===== src/rtl/mcs_di_bridge.sv =====
// -----------------------------------------------------------------------------
// mcs_di_bridge
// Bridges the MicroBlaze MCS IO bus onto a beat-oriented device interface.
// One MCS read or write becomes a device transaction of 1..4 beats (set by the
// device data width and the byte enables). Each beat is a single-cycle
// di_read/di_write pulse issued after the device signals ready. A per-wait
// timeout aborts a stalled transaction. Completion is a one-cycle IO_Ready
// pulse, with a 16-bit status returned on mcs_transfer_status.
//
// Ports
//   ifclk, resetb                     clock, async active-low reset
//   IO_*                              MCS IO bus (IO_Addr_Strobe is unused)
//   mcs_term_addr                     terminal address, captured per access
//   mcs_transfer_status               status of the last completed access
//   di_term_addr/di_reg_addr/di_len   transaction descriptor, held while busy
//   di_read_mode/di_read_req/di_read  read-side controls
//   di_read_rdy/di_reg_datao          read-side ready and data from device
//   di_write_mode/di_write            write-side controls
//   di_write_rdy/di_reg_datai         write-side ready and data to device
//   di_transfer_status                device status, sampled on each beat
//   busy                              high whenever the FSM is not idle
// -----------------------------------------------------------------------------
module mcs_di_bridge #(
    parameter int unsigned DI_DATA_WIDTH  = 32,
    parameter int unsigned TIMEOUT_CYCLES = 1024,
    parameter logic [15:0] TIMEOUT_STATUS = 16'hFFFF
) (
    input  logic                     ifclk,
    input  logic                     resetb,

    input  logic                     IO_Addr_Strobe,
    input  logic                     IO_Read_Strobe,
    input  logic                     IO_Write_Strobe,
    input  logic [31:0]              IO_Address,
    input  logic [3:0]               IO_Byte_Enable,
    input  logic [31:0]              IO_Write_Data,
    output logic [31:0]              IO_Read_Data,
    output logic                     IO_Ready,

    input  logic [15:0]              mcs_term_addr,
    output logic [15:0]              mcs_transfer_status,

    output logic [15:0]              di_term_addr,
    output logic [31:0]              di_reg_addr,
    output logic [31:0]              di_len,

    output logic                     di_read_mode,
    output logic                     di_read_req,
    output logic                     di_read,
    input  logic                     di_read_rdy,
    input  logic [DI_DATA_WIDTH-1:0] di_reg_datao,

    output logic                     di_write_mode,
    output logic                     di_write,
    input  logic                     di_write_rdy,
    output logic [DI_DATA_WIDTH-1:0] di_reg_datai,

    input  logic [15:0]              di_transfer_status,
    output logic                     busy
);

    localparam int unsigned BPB       = DI_DATA_WIDTH / 8;
    localparam int unsigned MAX_BEATS = 32 / DI_DATA_WIDTH;
    localparam logic [15:0] TO_LAST   = 16'(TIMEOUT_CYCLES - 1);

    typedef enum logic [2:0] {
        ST_IDLE,
        ST_RD_REQ,
        ST_RD_WAIT,
        ST_WR_WAIT,
        ST_DONE
    } state_e;

    // ---------------------------------------------------------------- state
    state_e                     state_q;
    logic [31:0]                rd_data_q;
    logic                       ready_q;
    logic [15:0]                status_q;
    logic [15:0]                sticky_q;
    logic [15:0]                term_q;
    logic [31:0]                reg_addr_q;
    logic [31:0]                len_q;
    logic [31:0]                wdata_q;
    logic [2:0]                 nb_q;
    logic [2:0]                 beat_idx_q;
    logic [15:0]                cnt_q;
    logic                       rd_mode_q;
    logic                       rd_req_q;
    logic                       rd_q;
    logic                       wr_mode_q;
    logic                       wr_q;
    logic [DI_DATA_WIDTH-1:0]   datai_q;
    logic                       busy_q;

    // ------------------------------------------------------ combinational
    logic [31:0]                len_c;
    logic [2:0]                 nb_c;
    logic [31:0]                len_mask_c;
    logic [31:0]                rd_merge_c;
    logic [DI_DATA_WIDTH-1:0]   wr_slice_c;
    logic [15:0]                status_new_c;
    logic                       last_beat_c;
    logic                       rdy_c;
    logic                       beat_c;
    logic                       unused_c;

    // Address bits outside the word index and the address strobe carry no meaning here
    assign unused_c = ^{IO_Addr_Strobe, IO_Address[31:30], IO_Address[1:0]};

    // Byte count and beat count of the access being accepted
    always_comb begin
        len_c = 32'd1;
        case (IO_Byte_Enable)
            4'hF:    len_c = 32'd4;
            4'h3:    len_c = 32'd2;
            default: len_c = 32'd1;
        endcase
        nb_c = 3'((len_c + 32'(BPB) - 32'd1) / 32'(BPB));
    end

    // Valid-byte mask for the captured length; bytes above it read as zero
    always_comb begin
        len_mask_c = 32'h0000_00FF;
        case (len_q)
            32'd4:   len_mask_c = 32'hFFFF_FFFF;
            32'd2:   len_mask_c = 32'h0000_FFFF;
            default: len_mask_c = 32'h0000_00FF;
        endcase
    end

    // Lane select for the current beat; beat 0 starts from a clean word so
    // stale data from an earlier access never leaks into the upper lanes
    always_comb begin
        rd_merge_c = (beat_idx_q == 3'd0) ? 32'd0 : rd_data_q;
        wr_slice_c = '0;
        for (int k = 0; k < int'(MAX_BEATS); k++) begin
            if (beat_idx_q == 3'(k)) begin
                rd_merge_c[k*DI_DATA_WIDTH +: DI_DATA_WIDTH] = di_reg_datao;
                wr_slice_c = wdata_q[k*DI_DATA_WIDTH +: DI_DATA_WIDTH];
            end
        end
        rd_merge_c = rd_merge_c & len_mask_c;
    end

    // First nonzero device status of the transaction wins
    assign status_new_c = (sticky_q != 16'd0) ? sticky_q : di_transfer_status;
    assign last_beat_c  = (beat_idx_q == (nb_q - 3'd1));
    assign rdy_c        = (state_q == ST_RD_WAIT) ? di_read_rdy : di_write_rdy;
    assign beat_c       = rd_q | wr_q;

    // --------------------------------------------------------------- FSM
    always_ff @(posedge ifclk or negedge resetb) begin
        if (!resetb) begin
            state_q    <= ST_IDLE;
            rd_data_q  <= 32'd0;
            ready_q    <= 1'b0;
            status_q   <= 16'd0;
            sticky_q   <= 16'd0;
            term_q     <= 16'd0;
            reg_addr_q <= 32'd0;
            len_q      <= 32'd0;
            wdata_q    <= 32'd0;
            nb_q       <= 3'd0;
            beat_idx_q <= 3'd0;
            cnt_q      <= 16'd0;
            rd_mode_q  <= 1'b0;
            rd_req_q   <= 1'b0;
            rd_q       <= 1'b0;
            wr_mode_q  <= 1'b0;
            wr_q       <= 1'b0;
            datai_q    <= '0;
            busy_q     <= 1'b0;
        end else begin
            case (state_q)
                // Accept an access; write wins when both strobes are high
                ST_IDLE: begin
                    if (IO_Write_Strobe || IO_Read_Strobe) begin
                        term_q     <= mcs_term_addr;
                        reg_addr_q <= {4'b0000, IO_Address[29:2]};
                        len_q      <= len_c;
                        wdata_q    <= IO_Write_Data;
                        nb_q       <= nb_c;
                        beat_idx_q <= 3'd0;
                        cnt_q      <= 16'd0;
                        sticky_q   <= 16'd0;
                        busy_q     <= 1'b1;
                        if (IO_Write_Strobe) begin
                            state_q   <= ST_WR_WAIT;
                            wr_mode_q <= 1'b1;
                        end else begin
                            state_q   <= ST_RD_REQ;
                            rd_mode_q <= 1'b1;
                            rd_req_q  <= 1'b1;
                        end
                    end
                end

                // Single-cycle read request to the device
                ST_RD_REQ: begin
                    rd_req_q <= 1'b0;
                    state_q  <= ST_RD_WAIT;
                end

                // Beat handshake shared by both directions
                ST_RD_WAIT, ST_WR_WAIT: begin
                    if (beat_c) begin
                        // The pulsing cycle is the beat: capture data and status
                        rd_q       <= 1'b0;
                        wr_q       <= 1'b0;
                        cnt_q      <= 16'd0;
                        beat_idx_q <= beat_idx_q + 3'd1;
                        sticky_q   <= status_new_c;
                        if (state_q == ST_RD_WAIT) begin
                            rd_data_q <= rd_merge_c;
                        end
                        if (last_beat_c) begin
                            state_q   <= ST_DONE;
                            ready_q   <= 1'b1;
                            status_q  <= status_new_c;
                            rd_mode_q <= 1'b0;
                            wr_mode_q <= 1'b0;
                        end
                    end else if (cnt_q == TO_LAST) begin
                        // Stalled too long: abort without further beats
                        state_q   <= ST_DONE;
                        ready_q   <= 1'b1;
                        status_q  <= TIMEOUT_STATUS;
                        rd_mode_q <= 1'b0;
                        wr_mode_q <= 1'b0;
                        if (state_q == ST_RD_WAIT) begin
                            rd_data_q <= 32'd0;
                        end
                    end else begin
                        cnt_q <= cnt_q + 16'd1;
                        if (rdy_c) begin
                            if (state_q == ST_RD_WAIT) begin
                                rd_q <= 1'b1;
                            end else begin
                                wr_q    <= 1'b1;
                                datai_q <= wr_slice_c;
                            end
                        end
                    end
                end

                // Completion pulse, then back to idle
                ST_DONE: begin
                    ready_q <= 1'b0;
                    busy_q  <= 1'b0;
                    state_q <= ST_IDLE;
                end

                default: begin
                    state_q <= ST_IDLE;
                end
            endcase
        end
    end

    // ------------------------------------------------------------ outputs
    assign IO_Read_Data        = rd_data_q;
    assign IO_Ready            = ready_q;
    assign mcs_transfer_status = status_q;
    assign di_term_addr        = term_q;
    assign di_reg_addr         = reg_addr_q;
    assign di_len              = len_q;
    assign di_read_mode        = rd_mode_q;
    assign di_read_req         = rd_req_q;
    assign di_read             = rd_q;
    assign di_write_mode       = wr_mode_q;
    assign di_write            = wr_q;
    assign di_reg_datai        = datai_q;
    assign busy                = busy_q;

endmodule

===== config.mk =====
export PLATFORM = sky130hd
export DESIGN_NAME = mcs_di_bridge
export DESIGN_NICKNAME = d
export VERILOG_FILES = /design/src/rtl/mcs_di_bridge.sv
export SDC_FILE = /design/constraint.sdc
export NUM_CORES = 1
export LEC_CHECK = 0
export ABC_AREA = 1
export ABC_CLOCK_PERIOD_IN_PS = 2900
export BUFFER_PORTS_ARGS = -buffer_cell sky130_fd_sc_hd__buf_2
export CAP_MARGIN = 30
export CORE_MARGIN = 10
export CORE_UTILIZATION = 25
export DETAILED_ROUTE_END_ITERATION = 7
export GPL_TIMING_DRIVEN = 0
export PLACE_DENSITY_LB_ADDON = 0.15
export SKIP_LAST_GASP = 1
export SLEW_MARGIN = 15
export SYNTH_ARGS = -nofsm -noshare
export SYNTH_HDL_FRONTEND = slang
export SYNTH_SLANG_ARGS = --single-unit

===== constraint.sdc =====
create_clock -name ifclk -period 2.9 [get_ports ifclk]
set_clock_uncertainty 0.05 [all_clocks]
set_input_delay 0.145 -clock ifclk [delete_from_list [all_inputs] [get_ports ifclk]]
set_output_delay 0.145 -clock ifclk [all_outputs]
set_load 0.01 [all_outputs]

# Word level (Yosys, flattened, before mapping)

Cells that the tools add are included.

Input bits: 139
Logic and storage cells: 127
Register bits: 236
Output and inout port bits: 167

Multiplexer cells: 52
Reductions and logical operators: 26
Bitwise gates (word level): 5
Equality and inequality tests: 20
Add/sub/neg operators: 5

Operators by type and width:

| cell                                             | count |
|---|---|
| 2-to-1 mux 32 bit                                | 6 |
| 2-to-1 mux 16 bit                                | 8 |
| one-hot mux 16 bit (2 select lines)              | 2 |
| one-hot mux 32 bit (2 select lines)              | 1 |
| AND 32 bit                                       | 1 |
| == test 32 x 2 -> 1 bit, second input constant   | 1 |
| == test 32 x 3 -> 1 bit, second input constant   | 1 |
| AND reduction 3 bit                              | 7 |
| 2-to-1 mux 1 bit                                 | 20 |
| 2-to-1 mux 3 bit                                 | 6 |
| adder 16 x 1 -> 16 bit, second input constant    | 1 |
| == test 16 x 10 -> 1 bit, second input constant  | 1 |
| nonzero test 16 bit                              | 1 |
| AND reduction 5 bit                              | 3 |
| != test 2 bit, second input constant             | 7 |
| nonzero test 2 bit                               | 7 |
| one-hot mux 3 bit (2 select lines)               | 2 |
| one-hot mux 1 bit (2 select lines)               | 5 |
| != test 3 bit, second input constant             | 3 |
| one-hot mux 3 bit (3 select lines)               | 1 |
| AND reduction 4 bit                              | 2 |
| == test 3 x 2 -> 1 bit, second input constant    | 2 |
| logical NOT 3 bit                                | 2 |
| subtractor 5 x 1 -> 5 bit, second input constant | 1 |
| 14 further kinds                                 | 17 |

# Longest topological paths before layout

Depth after elaboration: 5
Depth in mapped cells: 12
Gate-level depth less buffers: 11

# Worst setup path after synthesis

OpenSTA, ideal clock, no wires.

Kind: register to register
From: reg cnt_q[0]
To: reg rd_data_q[25] (netlist: IO_Read_Data[25])
Clock period less this slack: 1.704 ns
Path buffers: 2
Library setup time: 0.130 ns
Path slack: 1.196 ns
Data arrival time: 1.524 ns
Cell stages (with the launch flop): 11
Cell sequence: dfrtp_1 ha_1 nand3_2 nor2_4 nand2_4 nand2_4 nand2_2 buf_6 buf_6 nand2_1 o21ai_1

Word-level cells in the longest chain between the ends: 3

RTL lines:

| element                       | line | source |
|---|---|---|
| start: declaration            | 86   | `logic [15:0] cnt_q;` |
| start signal: assignment      | 234  | `cnt_q <= cnt_q + 16'd1;` |
| == test 16 x 10 -> 1 bit      | 223  | `end else if (cnt_q == TO_LAST) begin` |
| nonzero test 2 bit (no line)  | --   |  |
| AND reduction 3 bit (no line) | --   |  |
| end signal: assignment        | 214  | `rd_data_q <= rd_merge_c;` |
| end: declaration              | 76   | `logic [31:0] rd_data_q;` |

No other way between the ends.
A chain may end at the register's enable or synchronous reset.

# Worst setup path after layout

From: reg beat_idx_q[0]
To: reg datai_q[22] (netlist: di_reg_datai[22])

Word-level cells in the longest chain between the ends: 2

RTL lines:

| element                  | line | source |
|---|---|---|
| start: declaration       | 85   | `logic [2:0] beat_idx_q;` |
| start signal: assignment | 211  | `beat_idx_q <= beat_idx_q + 3'd1;` |
| logical NOT 3 bit        | 137  | `if (beat_idx_q == 3'(k)) begin` |
| 2-to-1 mux 32 bit        | 137  |  |
| end signal: assignment   | 240  | `datai_q <= wr_slice_c;` |
| end: declaration         | 92   | `logic [DI_DATA_WIDTH-1:0] datai_q;` |

No other way between the ends.

==> impl_results.md <==
- Outcome: complete, no violations
- Synth async-reset ratio: 100%
- Number of inserted filler cells in the final layout: 4039
- Number of storage elements in the synthesis netlist: 206
- Drt drc: 0
- Cell type with the largest total area after synthesis: dfrtp_1
- Avg Cell Area, Syn: 7.91 sq um
- Endpoint of the worst hold-timing path: di_len[0]
- Slew at the pin closest to its max-slew limit: between 0.7 and 0.8 ns
- Total track usage: 14.7%
- Number of global-route vias before repair: around 9900
- Largest driver fanout on the critical path: 10
- Clock period minus final worst setup slack: ~2.2 ns
- Residual overflow from global routing: 0
- Nature of the critical path startpoint: register
- Core box area: roughly 38000 sq um
- Top cell type's share of synthesized area: 53.2%
- Post-synth EDFFs: 0
- Adder and majority cell fraction of the synthesized area: 0.516%
- Top-level I/O count: approximately 300
- Sequential cell area: 5150 sq um
- Fmax: 465 MHz
- Clock H-tree levels: 1
- Uppermost routed layer: met4
- Number of placement rows: 72
- Max-slew headroom: 47.4%
- Met3 layer wire length in the routed design: between 2 and 2.5 mm
- CTS tree: done
- Areal power density over the cells: 975 nW/um^2
- Sequential cell area fraction in the yosys report: about 53%
- DR vias: 9248
- Type of the most critical hold path: in2reg
- Post-CTS Setup Bufs: 0
- Peak supply drop: between 500 and 600 uV
- Critical path capture point type: register
- Capture instance of the worst register-to-register path: di_reg_datai[22]
- Worst Setup Path Type: reg2reg
- Die ar.: 47100 sq um
- Startpoint of the worst register-to-register path: beat_idx_q[0]
- Top library cells by usage in the layout, fill and taps aside: nand2_1, buf_2, dfrtp_1, dlygate4sd3_1, nand3_1
- Unrepaired setup endpoints after global routing: no
- Overall die width: 217 um
- Data arrival, critical path: 2.56 ns
- Top FF cell, synth: dfrtp_1
- Util after Layout: 36.5%
- Met1 WL: around 15 mm
- CTS buffer count: 26
- Xor-xnor portion of the synthesized cell area: less than 1%
- Drt wl/cell: 15.7 um
- DP HPWL: 25.0 mm
- Clock tree root buffer cell: clkbuf_16
- Initial antenna violation count: 1
- Number of cells traversed by the worst register-to-register path: 8
- Fraction of the cycle the final worst path needs: 74.2%
- Area Growth Syn to Fin: 44.7%
- Final wirelength: around 35 mm
- Largest cells by area after synthesis: dfrtp_1, nand2_1, nand3_1
- Post-Synthesis Cells: 1226
- Number of nets with antenna violations after detailed routing: 0
- Warnings from Yosys: 0
- Worst Setup Slack, final: 0.747 ns
- Multiplexer fraction of the synthesized cell area: 0%
- Cell breakdown of the critical path: inv_1, ha_1, nand2_1, inv_1, buf_4, clkbuf_1, nand2_1, o21ai_0
- Max-cap violation count: 0
- Effective utilization at floorplan: 25.2%
- Num Clock Sinks: 206
- Area share of and/or/nand/nor cells after synthesis: between 30% and 40%
- Complex-gate fraction of the synthesized area: ~6.3%
- Min-Delay Startpoint: IO_Byte_Enable[0]
- Number of input and output port buffers inserted: 267
- Post-cts repair resize count: 0
- Final-report hold violation count: 0
- Global-route wire length before repair: 56.3 mm
- Clock latency of the later-clocked register in the worst-skew pair: 0.54 ns
- Post-detailed-route via-to-cell ratio: slightly above 4
- Clock input transition at the sequential cells of the worst setup and hold paths: 0.06 ns
- Die extent in y: 217 um
- Final Net Count: ~1800
- Leakage power total: 7.47 nW
- Hold depth: 6
- Synth cell types: 35
- Number of DRC markers in iteration 0: around 380
- Maximum number of pins on one net before global-route repair: 89
- Max Root-Sink Buffers: 3
- Combinational family with the most area after synthesis: simple AND/OR/NAND/NOR gates
- Area of the multi-input gates: 3870 sq um
- Most frequent standard cell in the layout excluding fill and tap cells: nand2_1
- 1st-pass router iterations: 4
- R2R setup slack: 0.75 ns
- Area of the mapped netlist: around 9700 sq um
- Required time at the worst-slack endpoint: 3.31 ns
- Total length of routed met2 wires: 16.8 mm
- Setup violations, final: 0
- Post-placement setup slack: a little over 0.7 ns
- Count of hold buffers inserted by post-cts repair: 132
- Max-slew violation count: 0
- Routability congestion estimate: 0.811
- Delay contributed by the slowest stage of the critical path: 0.42 ns
- Share of layout cells above drive strength 1: approximately a quarter
- Slowest cell on the critical path: dfrtp_1
==> routing by layer <==
| layer | vias to the layer above | track usage (%) |
|---|---|---|
| met2 | 213 | 24.9 |
| met5 | - | 0 |
| met4 | 0 | 3.66 |
| met1 | 4281 | 17.9 |
| li1 | 4708 | - |
| met3 | 46 | 4.56 |
==> worst max-delay path: cells and delay by family (launching register included) <==
family | cells | cell delay (ns)
AOI/OAI and AO/OA | 1 | 0.19
DFF | 1 | 0.42
adders and majority gates | 1 | 0.19
buffers and inverters | 4 | 0.87
and+or+nand+nor | 2 | 0.35
==> final cells by class <==
type / count / share of cell area, %
antenna: 2 / 0.0357
buffer: 84 / 3.65
clock buffer: 39 / 5.56
clock inverter: 9 / 0.446
inverter: 73 / 1.95
multi-input combinational: 895 / 27.6
sequential: 206 / 36.7
tap: 518 / 4.62
timing repair buffer: 401 / 19.4
==> per-stage QoR <==
stage / TNS [ns] / power [W] / hold WS (ns) / area (sq um) / cells
floorplan: 0 / 0.00811 / -0.201 / 9810 / 1258
global route: 0 / 0.0149 / 0.102 / 14000 / 2226
global placement: -492.55 / 0.0105 / 0.288 / 11800 / 2043
detailed placement: 0 / 0.0106 / 0.0773 / 11900 / 2045
finish: 0 / 0.0137 / 0.0703 / 14000 / 2227
CTS: 0 / 0.0140 / 0.0352 / 14000 / 2225
==> registers in the layout, indices dropped and copies added (netlist names) <==
register	flops
di_read_req	1
di_len	3
di_read	1
cnt_q	16
di_write	1
mcs_transfer_status	16
IO_Read_Data	32
wdata_q	32
di_reg_addr	28
state_q	3
nb_q	2
IO_Ready	1
di_term_addr	16
sticky_q	16
busy	1
di_reg_datai	32
di_read_mode	1
di_write_mode	1
beat_idx_q	3
==> synthesized netlist by cell type (6+ instances only) <==
library cell	n
buf_4	34
nand2_1	581
nand3_1	69
o21ai_0	60
inv_1	67
a21oi_1	19
o21ai_1	20
o21ai_2	11
clkbuf_1	10
buf_1	10
buf_2	22
nor2_1	46
inv_2	6
nand4_1	21
dfrtp_1	206
==> logic make-up (layout without fill, tap and decap cells) <==
| group | after synthesis | count (layout) |
|---|---|---|
| XOR/XNOR | 2 | 2 |
| buffers and inverters | 157 | 606 |
| AO/OA/AOI/OAI | 113 | 113 |
| other | 1 | 35 |
| adder cells (fa/ha/maj) | 4 | 4 |
| flip-flops | 206 | 206 |
| AND/OR/NAND/NOR | 743 | 743 |
==> power breakdown <==
group	leakage [nW]	internal (W)	switching, W
Clock	0.418	0.00185	0.00129
Combinational	4.40	0.00199	0.00404
Sequential	2.66	0.00391	0.000593
==> worst max path at each step <==
| stage | from | end | slack [ns] | cells past startpoint |
|---|---|---|---|---|
| global route | beat_idx_q[0] | di_reg_datai[31] | 0.45 | 8 |
| floorplan | cnt_q[0] | IO_Read_Data[25] | 1.20 | 10 |
| finish | beat_idx_q[0] | di_reg_datai[22] | 0.75 | 8 |
| global placement | resetb | di_reg_datai[23] | -2.43 | 1 |
| CTS | beat_idx_q[0] | di_reg_datai[22] | 0.67 | 8 |
| detailed placement | beat_idx_q[0] | di_reg_datai[0] | 0.70 | 8 |
Note: power is estimated with default switching activity, not from simulation.
